File: src/rtl/riscv_pkg.sv
// Shared RV32I encoding constants, instruction formats and the FIFO entry type.
`default_nettype none
package riscv_pkg;

  localparam logic [6:0] OP_R      = 7'b0110011;
  localparam logic [6:0] OP_IMM    = 7'b0010011;
  localparam logic [6:0] OP_LOAD   = 7'b0000011;
  localparam logic [6:0] OP_JALR   = 7'b1100111;
  localparam logic [6:0] OP_STORE  = 7'b0100011;
  localparam logic [6:0] OP_BRANCH = 7'b1100011;
  localparam logic [6:0] OP_JAL    = 7'b1101111;
  localparam logic [6:0] OP_LUI    = 7'b0110111;
  localparam logic [6:0] OP_AUIPC  = 7'b0010111;
  localparam logic [6:0] OP_FLW    = 7'b0000111;
  localparam logic [6:0] OP_FSW    = 7'b0100111;

  localparam logic [2:0] F3_SLL     = 3'b001;
  localparam logic [2:0] F3_SRL_SRA = 3'b101;

  localparam logic [31:0] NOP = 32'h0000_0013;

  typedef enum logic [2:0] {
    FMT_R, FMT_I, FMT_SH, FMT_S, FMT_B, FMT_U, FMT_J, FMT_ILL
  } instr_fmt_e;

  typedef struct packed {
    logic [31:0] instr;
    logic        err;
  } enc_entry_t;

  // True when v is the sign extension of its low 'bits' bits.
  function automatic logic fits_signed(input logic [31:0] v, input int bits);
    logic signed [31:0] hi;
    hi = $signed(v) >>> (bits - 1);
    return (hi == '0) || (hi == '1);
  endfunction

endpackage
`default_nettype wire

File: src/rtl/sync_fifo.sv
// Synchronous FIFO of generic entries; head reads as zero while empty.
`default_nettype none
module sync_fifo #(
  parameter int  DEPTH = 2,
  parameter type T     = logic [31:0]
) (
  input  logic clk,
  input  logic rst,
  input  logic flush,
  input  logic push,
  input  T     wdata,
  output logic full,
  input  logic pop,
  output logic empty,
  output T     rdata
);

  localparam int AW = (DEPTH > 1) ? $clog2(DEPTH) : 1;
  localparam logic [AW:0] FULL_CNT = (AW + 1)'(DEPTH);

  T              mem [DEPTH];
  logic [AW-1:0] wptr;
  logic [AW-1:0] rptr;
  logic [AW:0]   count;
  logic          do_push;
  logic          do_pop;

  assign full    = (count == FULL_CNT);
  assign empty   = (count == '0);
  assign do_push = push && !full && !flush;
  assign do_pop  = pop && !empty && !flush;
  assign rdata   = empty ? '0 : mem[rptr];

  // Power-of-two depth lets the pointers wrap by plain overflow.
  always_ff @(posedge clk or posedge rst) begin
    if (rst) begin
      wptr  <= '0;
      rptr  <= '0;
      count <= '0;
    end else if (flush) begin
      wptr  <= '0;
      rptr  <= '0;
      count <= '0;
    end else begin
      if (do_push) wptr <= wptr + AW'(1);
      if (do_pop)  rptr <= rptr + AW'(1);
      case ({do_push, do_pop})
        2'b10:   count <= count + (AW + 1)'(1);
        2'b01:   count <= count - (AW + 1)'(1);
        default: count <= count;
      endcase
    end
  end

  always_ff @(posedge clk) begin
    if (do_push) mem[wptr] <= wdata;
  end

endmodule
`default_nettype wire

File: src/rtl/instr_encoder.sv
// RV32I instruction encoder with immediate range checks and an output FIFO.
// Define INSTR_ENCODER_FP_EN to encode FLW/FSW; otherwise they are illegal.
`default_nettype none
module instr_encoder
  import riscv_pkg::*;
#(
  parameter int DEPTH = 2,
  parameter int CNT_W = 16
) (
  input  logic             i_clk,
  input  logic             i_rst,
  input  logic             i_flush,
  input  logic             i_valid,
  output logic             o_ready,
  input  logic [6:0]       i_opcode,
  input  logic [4:0]       i_rd,
  input  logic [2:0]       i_funct3,
  input  logic [4:0]       i_rs1,
  input  logic [4:0]       i_rs2,
  input  logic [6:0]       i_funct7,
  input  logic [31:0]      i_imm,
  output logic             o_valid,
  input  logic             i_ready,
  output logic [31:0]      o_instr,
  output logic             o_err,
  output logic [CNT_W-1:0] o_instr_cnt,
  output logic [CNT_W-1:0] o_err_cnt
);

  instr_fmt_e fmt;
  logic [31:0] enc_word;
  logic        enc_err;
  enc_entry_t  in_entry;
  enc_entry_t  head;
  logic        full;
  logic        empty;
  logic        accept;

  always_comb begin
    fmt = FMT_ILL;
    case (i_opcode)
      OP_R:              fmt = FMT_R;
      OP_IMM:            fmt = (i_funct3 == F3_SLL || i_funct3 == F3_SRL_SRA) ? FMT_SH : FMT_I;
      OP_LOAD, OP_JALR:  fmt = FMT_I;
      OP_STORE:          fmt = FMT_S;
      OP_BRANCH:         fmt = FMT_B;
      OP_JAL:            fmt = FMT_J;
      OP_LUI, OP_AUIPC:  fmt = FMT_U;
`ifdef INSTR_ENCODER_FP_EN
      OP_FLW:            fmt = FMT_I;
      OP_FSW:            fmt = FMT_S;
`endif
      default:           fmt = FMT_ILL;
    endcase
  end

  // Out-of-range immediates are still packed by truncation and flagged.
  always_comb begin
    enc_word = NOP;
    enc_err  = 1'b0;
    case (fmt)
      FMT_R: begin
        enc_word = {i_funct7, i_rs2, i_rs1, i_funct3, i_rd, i_opcode};
      end
      FMT_SH: begin
        enc_word = {i_funct7, i_imm[4:0], i_rs1, i_funct3, i_rd, i_opcode};
        enc_err  = (i_imm[31:5] != '0);
      end
      FMT_I: begin
        enc_word = {i_imm[11:0], i_rs1, i_funct3, i_rd, i_opcode};
        enc_err  = !fits_signed(i_imm, 12);
      end
      FMT_S: begin
        enc_word = {i_imm[11:5], i_rs2, i_rs1, i_funct3, i_imm[4:0], i_opcode};
        enc_err  = !fits_signed(i_imm, 12);
      end
      FMT_B: begin
        enc_word = {i_imm[12], i_imm[10:5], i_rs2, i_rs1, i_funct3,
                    i_imm[4:1], i_imm[11], i_opcode};
        enc_err  = !fits_signed(i_imm, 13) || i_imm[0];
      end
      FMT_J: begin
        enc_word = {i_imm[20], i_imm[10:1], i_imm[11], i_imm[19:12], i_rd, i_opcode};
        enc_err  = !fits_signed(i_imm, 21) || i_imm[0];
      end
      FMT_U: begin
        enc_word = {i_imm[31:12], i_rd, i_opcode};
        enc_err  = (i_imm[11:0] != '0);
      end
      default: begin
        enc_word = NOP;
        enc_err  = 1'b1;
      end
    endcase
  end

  assign in_entry = '{instr: enc_word, err: enc_err};
  assign o_ready  = !full;
  assign accept   = i_valid && o_ready && !i_flush;

  sync_fifo #(
    .DEPTH (DEPTH),
    .T     (enc_entry_t)
  ) u_fifo (
    .clk   (i_clk),
    .rst   (i_rst),
    .flush (i_flush),
    .push  (accept),
    .wdata (in_entry),
    .full  (full),
    .pop   (i_ready),
    .empty (empty),
    .rdata (head)
  );

  assign o_valid = !empty;
  assign o_instr = head.instr;
  assign o_err   = head.err;

  always_ff @(posedge i_clk or posedge i_rst) begin
    if (i_rst) begin
      o_instr_cnt <= '0;
      o_err_cnt   <= '0;
    end else if (accept) begin
      if (o_instr_cnt != '1) o_instr_cnt <= o_instr_cnt + CNT_W'(1);
      if (enc_err && o_err_cnt != '1) o_err_cnt <= o_err_cnt + CNT_W'(1);
    end
  end

endmodule
`default_nettype wire

File: config.mk
export PLATFORM = sky130hd
export DESIGN_NAME = instr_encoder
export DESIGN_NICKNAME = d
export VERILOG_FILES = /design/src/rtl/riscv_pkg.sv /design/src/rtl/sync_fifo.sv /design/src/rtl/instr_encoder.sv
export SDC_FILE = /design/constraint.sdc
export NUM_CORES = 1
export LEC_CHECK = 0
export CORE_MARGIN = 2
export CORE_UTILIZATION = 50
export CTS_BUF_LIST = sky130_fd_sc_hd__clkbuf_8
export CTS_CLUSTER_SIZE = 12
export DETAILED_ROUTE_END_ITERATION = 6
export PLACE_DENSITY = 0.93
export SETUP_SLACK_MARGIN = 0.02
export SLEW_MARGIN = 20
export SYNTH_ARGS = -nofsm -noshare
export SYNTH_HDL_FRONTEND = slang
export SYNTH_SLANG_ARGS = --single-unit
File: constraint.sdc
create_clock -name i_clk -period 3.6 [get_ports i_clk]
set_input_delay 1.08 -clock i_clk [delete_from_list [all_inputs] [get_ports i_clk]]
set_output_delay 1.08 -clock i_clk [all_outputs]
set_load 0.02 [all_outputs]
==> qor.txt, run 1 <==
Post-Syn Instances - 413
Fin Setup TNS - 0 ps
via density per instance - 5.717
Hold WC Path Type - reg2reg
RSZ-0062 raised after global routing - no
Final Util - 69.79%
max-cap viol count - 0
most frequent cell after synthesis - edfxtp_1
met3 GRT Util - 5.790%
FF+latch count, synth - 102
Unique masters post-synth - 54
GRT met2 Usage - 42.05%
register area share after synthesis - 57.96%
first-pass GRT wire length - 20960 um
placed cell area - 0.006585 mm^2
Max FO, Critical Path - 20
core footprint - 0.009729 mm^2
CTS Root Cell - clkbuf_8
Yosys top cell by area - edfxtp_1
fmax - 302.9 MHz
r2r setup slk - 1390 ps
worst reg2reg path depth - 7
final worst path period need - 3301 ps
Die Wd - 103.7 um
Post-synth ARST share - 35.29%
top cells by area, synth - edfxtp_1, dfrtp_1, mux2i_1
number of gates resized after cts - 0
CTS Buf Count - 9
final setup fails - 0
DRC errors left - 0
Synth top cells by count - edfxtp_1, nor2_1, dfrtp_1
fraction of layout cells with a size suffix above 1 - 8.772%
Critical R2R Capture - o_instr_cnt[10]
initial antenna violation count - 0
syn_area_per_cell - 12.04 um^2
Int Power - 2.036 mW
GRT busiest layer - met2
Netlist Area Pre-Place - 0.004974 mm^2
Wirelength per Cell - 18.41 um
Routed Antenna Nets - 0
CTS clk-pin slew, worst paths - 100 ps
sw power - 0.8624 mW
worst skew pair latency - 370 ps
LEAKAGE - 2.557 nW
Die H - 103.7 um
Slew Limit Fails - 0
largest net degree at the start of global routing - 37
grt total ovfl - 0
hold path startpoint - o_err_cnt[9]
DP Wirelength - 9651 um
drt pass-1 iters - 6
dpl ws - 192.9 ps
hold buffers post-CTS - 0
DIE AREA - 0.01076 mm^2
CTS tree - yes
Synth top area share - 39.85%
worst-path cell chain - buf_12 -> mux2i_1 -> nor2_1 -> clkdlybuf4s50_1
status - complete, no violations
WHS Endpoint - o_err_cnt[9]
CP peak stage delay - 690 ps
met1 Usage GRT - 29.94%
Clk pwr share - 25.8%
Placer Congestion - 0.9572
CP Class - reg2out
Final period util - 91.71%
CTS max path bufs - 2
PD cells - 426.8 mW/mm^2
slowest cell on the critical path - dfrtp_2
Slew @ Worst Pin - 977.8 ps
Worst setup EP type - primary output
Yosys Warn Count - 0
Hold Path Cell Cnt - 1
I/O Buffers - 135
vias post-DR - 4019
Worst Path Required - 2520 ps
r2r startpoint - u_fifo.count[0]
H-tree levels - 3
Total GRT Usage - 24.60%
worst path arrival time - 2220 ps
# nets final - 636
final hold vios - 0
vias in the first global route - 4193
starting density of the core - 51.12%
io pins - 136
Syn-to-layout area delta - 36.53%
Min Hold Slack - 501.9 ps
routed wire length - 12940 um
sequential fraction of design power - 50.0%
Slew headroom - 34.26%
setup ws final - 298.6 ps
DRT iter0 DRCs - 241
clock sink count - 102
design area - 0.006790 mm^2
Switching Share - 29.76%
postcts setup bufs - 0
Final Skew - 10.53 ps
Gate power share - 24.2%
EDFF count, synth - 66
Max rail drop VDD - 0.2263 mV
top_reg_cell synth - edfxtp_1
Row Count - 36
diodes inserted - 0
Critical Path Source Type - flip-flop
-- layout by cell type, fill, tap and decap left out, drive strengths merged, types with 11 or more instances in the layout --
cell,count
mux2i,35
nand2,18
a22o,12
clkdlybuf4s50,135
nor2,56
inv,18
nand3,14
nand4,19
edfxtp,66
dfrtp,36
a222oi,11
xnor2,28
buf,16
-- cell families (layout without fill, tap and decap cells) --
family,count (synthesis),after routing,share of synthesized area (%)
muxes,37,37,7.497
AOI/OAI and AO/OA,53,53,8.603
DFF,102,102,57.96
buffers and inverters,29,183,2.440
other,1,4,0.07540
xor gates and xnor gates,33,33,5.811
and+or+nand+nor,156,156,17.11
adders and majority gates,2,2,0.5031
-- worst max-delay path by stage --
stage	from	endpoint	slack, ps	cells past startpoint
floorplan	i_valid	u_fifo.mem[0][0]	320	3
global placement	i_imm[13]	o_err_cnt[1]	270	8
detailed placement	i_imm[13]	o_err_cnt[1]	190	8
CTS	u_fifo.rptr	o_instr[20]	290	4
global route	u_fifo.rptr	o_instr[20]	240	4
finish	u_fifo.rptr	o_instr[11]	300	4
-- critical path, delay by kind of cell (launching register included) --
kind,cells,cell delay (ps)
DFF,1,690
muxes,1,90
and+or+nand+nor,1,160
buffers and inverters,2,900
-- power by group through the flow --
stage          combinational [mW]  clock (mW)  sequential, mW
4_1_cts                     0.705       0.750            1.45
3_5_place_dp                0.702           0            1.47
6_report                    0.702       0.747            1.45
2_1_floorplan               0.273           0            1.52
5_1_grt                     0.746       0.799            1.46
3_3_place_gp                0.677           0            1.47
-- through the flow --
stage | instances | total power [mW]
6_report | 703 | 2.898
5_1_grt | 703 | 3.007
4_1_cts | 703 | 2.902
3_5_place_dp | 687 | 2.174
3_3_place_gp | 687 | 2.143
2_1_floorplan | 416 | 1.792
-- per-layer routing --
layer | vias up | share of wire, %
met2 | 174 | 51
met4 | 0 | 3.3
li1 | 1857 | -
met3 | 31 | 5.6
met5 | - | 0
met1 | 1957 | 40
-- layout make-up --
class	count	area, um^2
Sequential cell	102	2884
Clock inverter	6	67.56
Timing Repair Buffer	151	1484
Tap cell	133	166.4
Multi-Input combinational cell	285	1991
Clock buffer	10	137.6
Fill cell	706	2939
Inverter	16	60.06
-- flip-flops by register name, indices dropped and copies added (netlist names) --
signal and count:
o_err_cnt 16, o_instr_cnt 16, u_fifo.count 2, u_fifo.mem 66
u_fifo.rptr 1, u_fifo.wptr 1
Power figures use the tool's default switching activity.
==> run 2, diff against run 1 <==
- ABC_CLOCK_PERIOD_IN_PS: unset -> 3600
- GPL_ROUTABILITY_DRIVEN: unset -> 1
==> results of run 2 <==
No change in the layout: final DEF, timing and power equal those of run 1.
==> run 3, diff against run 2 <==
- CTS_CLUSTER_SIZE: 12 -> 10
- PLACE_DENSITY: 0.93 -> 0.94
==> qor.txt, run 3 (synthesized netlist as in run 1, its figures left out) <==
I/O Buffers - 135 (unchanged)
Syn-to-layout area delta - 36.03%
fraction of layout cells with a size suffix above 1 - 8.451% (-0.32 points)
worst path arrival time - 2190 ps (-30 ps)
DP Wirelength - 9527 um (-1.3%)
initial antenna violation count - 1 (+1)
Largest register FFs - 66 (unchanged)
CTS Root Cell - clkbuf_8
slowest cell on the critical path - dfrtp_4
CTS tree - yes
Int Power - 1.972 mW (-3.1%)
H-tree levels - 3 (unchanged)
worst-path cell chain - mux2i_1 -> nor2_1 -> clkdlybuf4s50_1
drt pass-1 iters - 5 (-1)
Largest regs - u_fifo.mem x66, o_err_cnt x16, o_instr_cnt x16
DIE AREA - 0.01076 mm^2 (unchanged)
final worst path period need - 3265 ps (-35.99 ps)
clock sink count - 102 (unchanged)
grt total ovfl - 0 (unchanged)
DRC errors left - 0 (unchanged)
worst reg2reg path depth - 7 (unchanged)
total power - 2.875 mW (-0.78%)
Clk pwr share - 25.5% (-0.3 points)
sequential fraction of design power - 50.7% (+0.7 points)
vias in the first global route - 4094 (-2.4%)
Die Wd - 103.7 um (unchanged)
Fin Setup TNS - 0 ps (unchanged)
Placer Congestion - 1.003 (+4.8%)
CP peak stage delay - 840 ps (+150 ps)
Row Count - 36 (unchanged)
worst skew pair latency - 370 ps (about the same)
io pins - 136 (unchanged)
routed wire length - 12730 um (-1.6%)
final hold vios - 0 (unchanged)
Slew @ Worst Pin - 1125 ps (+147.5 ps)
CP Class - reg2out
Switching Share - 31.41% (+1.7 points)
sw power - 0.9032 mW (+4.7%)
CTS clk-pin slew, worst paths - 110 ps (about the same)
Routed Antenna Nets - 0 (unchanged)
postcts setup bufs - 0 (unchanged)
Die H - 103.7 um (unchanged)
max-cap viol count - 0 (unchanged)
via density per instance - 5.751 (+0.59%)
CP Buf/Inv Count - 1 (-1)
Slew Limit Fails - 0 (unchanged)
Critical Path Source Type - flip-flop
fill count - 691 (-2.1%)
r2r startpoint - u_fifo.count[0]
design area - 0.006765 mm^2 (-0.37%)
WHS Endpoint - o_err_cnt[7]
first-pass GRT wire length - 20280 um (-3.3%)
core footprint - 0.009729 mm^2 (unchanged)
Hold WC Path Type - reg2reg
DRT iter0 DRCs - 331 (+37%)
Max FO, Critical Path - 34 (+70%)
delay-heaviest family, CP - flip-flops
vias post-DR - 4037 (+0.45%)
PD cells - 425.0 mW/mm^2 (-0.41%)
FF/Latch Area - 0.002887 mm^2 (about the same)
Worst Path Required - 2520 ps (about the same)
fmax - 306.2 MHz (+1.1%)
Final period util - 90.71% (-1.0 points)
Critical R2R Capture - o_instr_cnt[10]
r2r setup slk - 1390 ps (about the same)
CTS Buf Count - 9 (unchanged)
Gate power share - 23.9% (-0.3 points)
placed cell area - 0.006558 mm^2 (-0.42%)
# nets final - 634 (-0.31%)
Total GRT Usage - 23.56% (-1.0 points)
status - complete, no violations
RSZ-0062 raised after global routing - no
multi-input combinational cell area - 0.001991 mm^2 (unchanged)
Max rail drop VDD - 0.2362 mV (+4.4%)
LEAKAGE - 2.537 nW (-0.76%)
hold path startpoint - o_err_cnt[7]
most common cell after layout, fill and taps aside - clkdlybuf4s50_1
commonest non-fill, non-tap cells in the layout - clkdlybuf4s50_1, edfxtp_1, nor2_1
Min Hold Slack - 508.0 ps (+6.121 ps)
Slew headroom - 24.34% (-9.9 points)
Worst setup EP type - primary output
CTS max path bufs - 2 (unchanged)
Top reg by flops - u_fifo.mem
Wirelength per Cell - 18.14 um (-1.5%)
final setup fails - 0 (unchanged)
starting density of the core - 51.12% (unchanged)
Final Util - 69.53% (-0.26 points)
Hold Path Cell Cnt - 1 (unchanged)
Final Skew - 26.74 ps (+16.21 ps)
largest net degree at the start of global routing - 35 (-5.4%)
## run 3: cell count changes in the layout (fill, tap and decap cells not counted), sizes merged
cell    before  now
buf         16   14
diode        0    1
clkbuf      10    9
inv         18   21
clkinv       3    2
bufinv       1    0
## run 3: cell type report
class | count | share of cell area (%)
Sequential cell | 102 | 42.67
Multi-Input combinational cell | 285 | 29.42
Timing Repair Buffer | 149 | 21.53
Tap cell | 133 | 2.460
Clock buffer | 9 | 1.831
Clock inverter | 7 | 1.165
Inverter | 16 | 0.8877
Antenna cell | 1 | 0.03699
## run 3: power groups by stage
stage	sequential [mW]	combinational, mW	clock, mW
finish	1.46	0.686	0.732
global route	1.47	0.729	0.783
CTS	1.46	0.689	0.741
detailed placement	1.48	0.686	0
global placement	1.47	0.667	0
floorplan	1.52	0.273	0
## run 3: per-layer routing
metal	GRT usage [%]	wire length [um]
met5	0	0
met4	11.39	516
met3	4.846	838
met2	39.74	6365
met1	29.03	5012
## run 3: timing repair
item | CTS | global route
hold buffers | 0 | 0
endpoints found under the setup margin | 0 | 17
gates resized for setup | 0 | 1
## run 3: how the worst max path moves through the flow
stage / startpoint / end / depth (start not counted)
2_1_floorplan: i_valid / u_fifo.mem[0][0] / 3
3_3_place_gp: i_imm[13] / o_err_cnt[1] / 8
3_5_place_dp: i_opcode[4] / u_fifo.mem[1][14] / 5
4_1_cts: u_fifo.rptr / o_instr[11] / 3
5_1_grt: u_fifo.rptr / o_instr[24] / 3
6_report: u_fifo.rptr / o_instr[24] / 3
## run 3: metrics by stage
step                worst slack (ps)  instances
floorplan                      325.0        416
global placement               304.5        685
detailed placement             158.2        685
CTS                            41.61        701
global route                   220.4        702
finish                         334.6        702
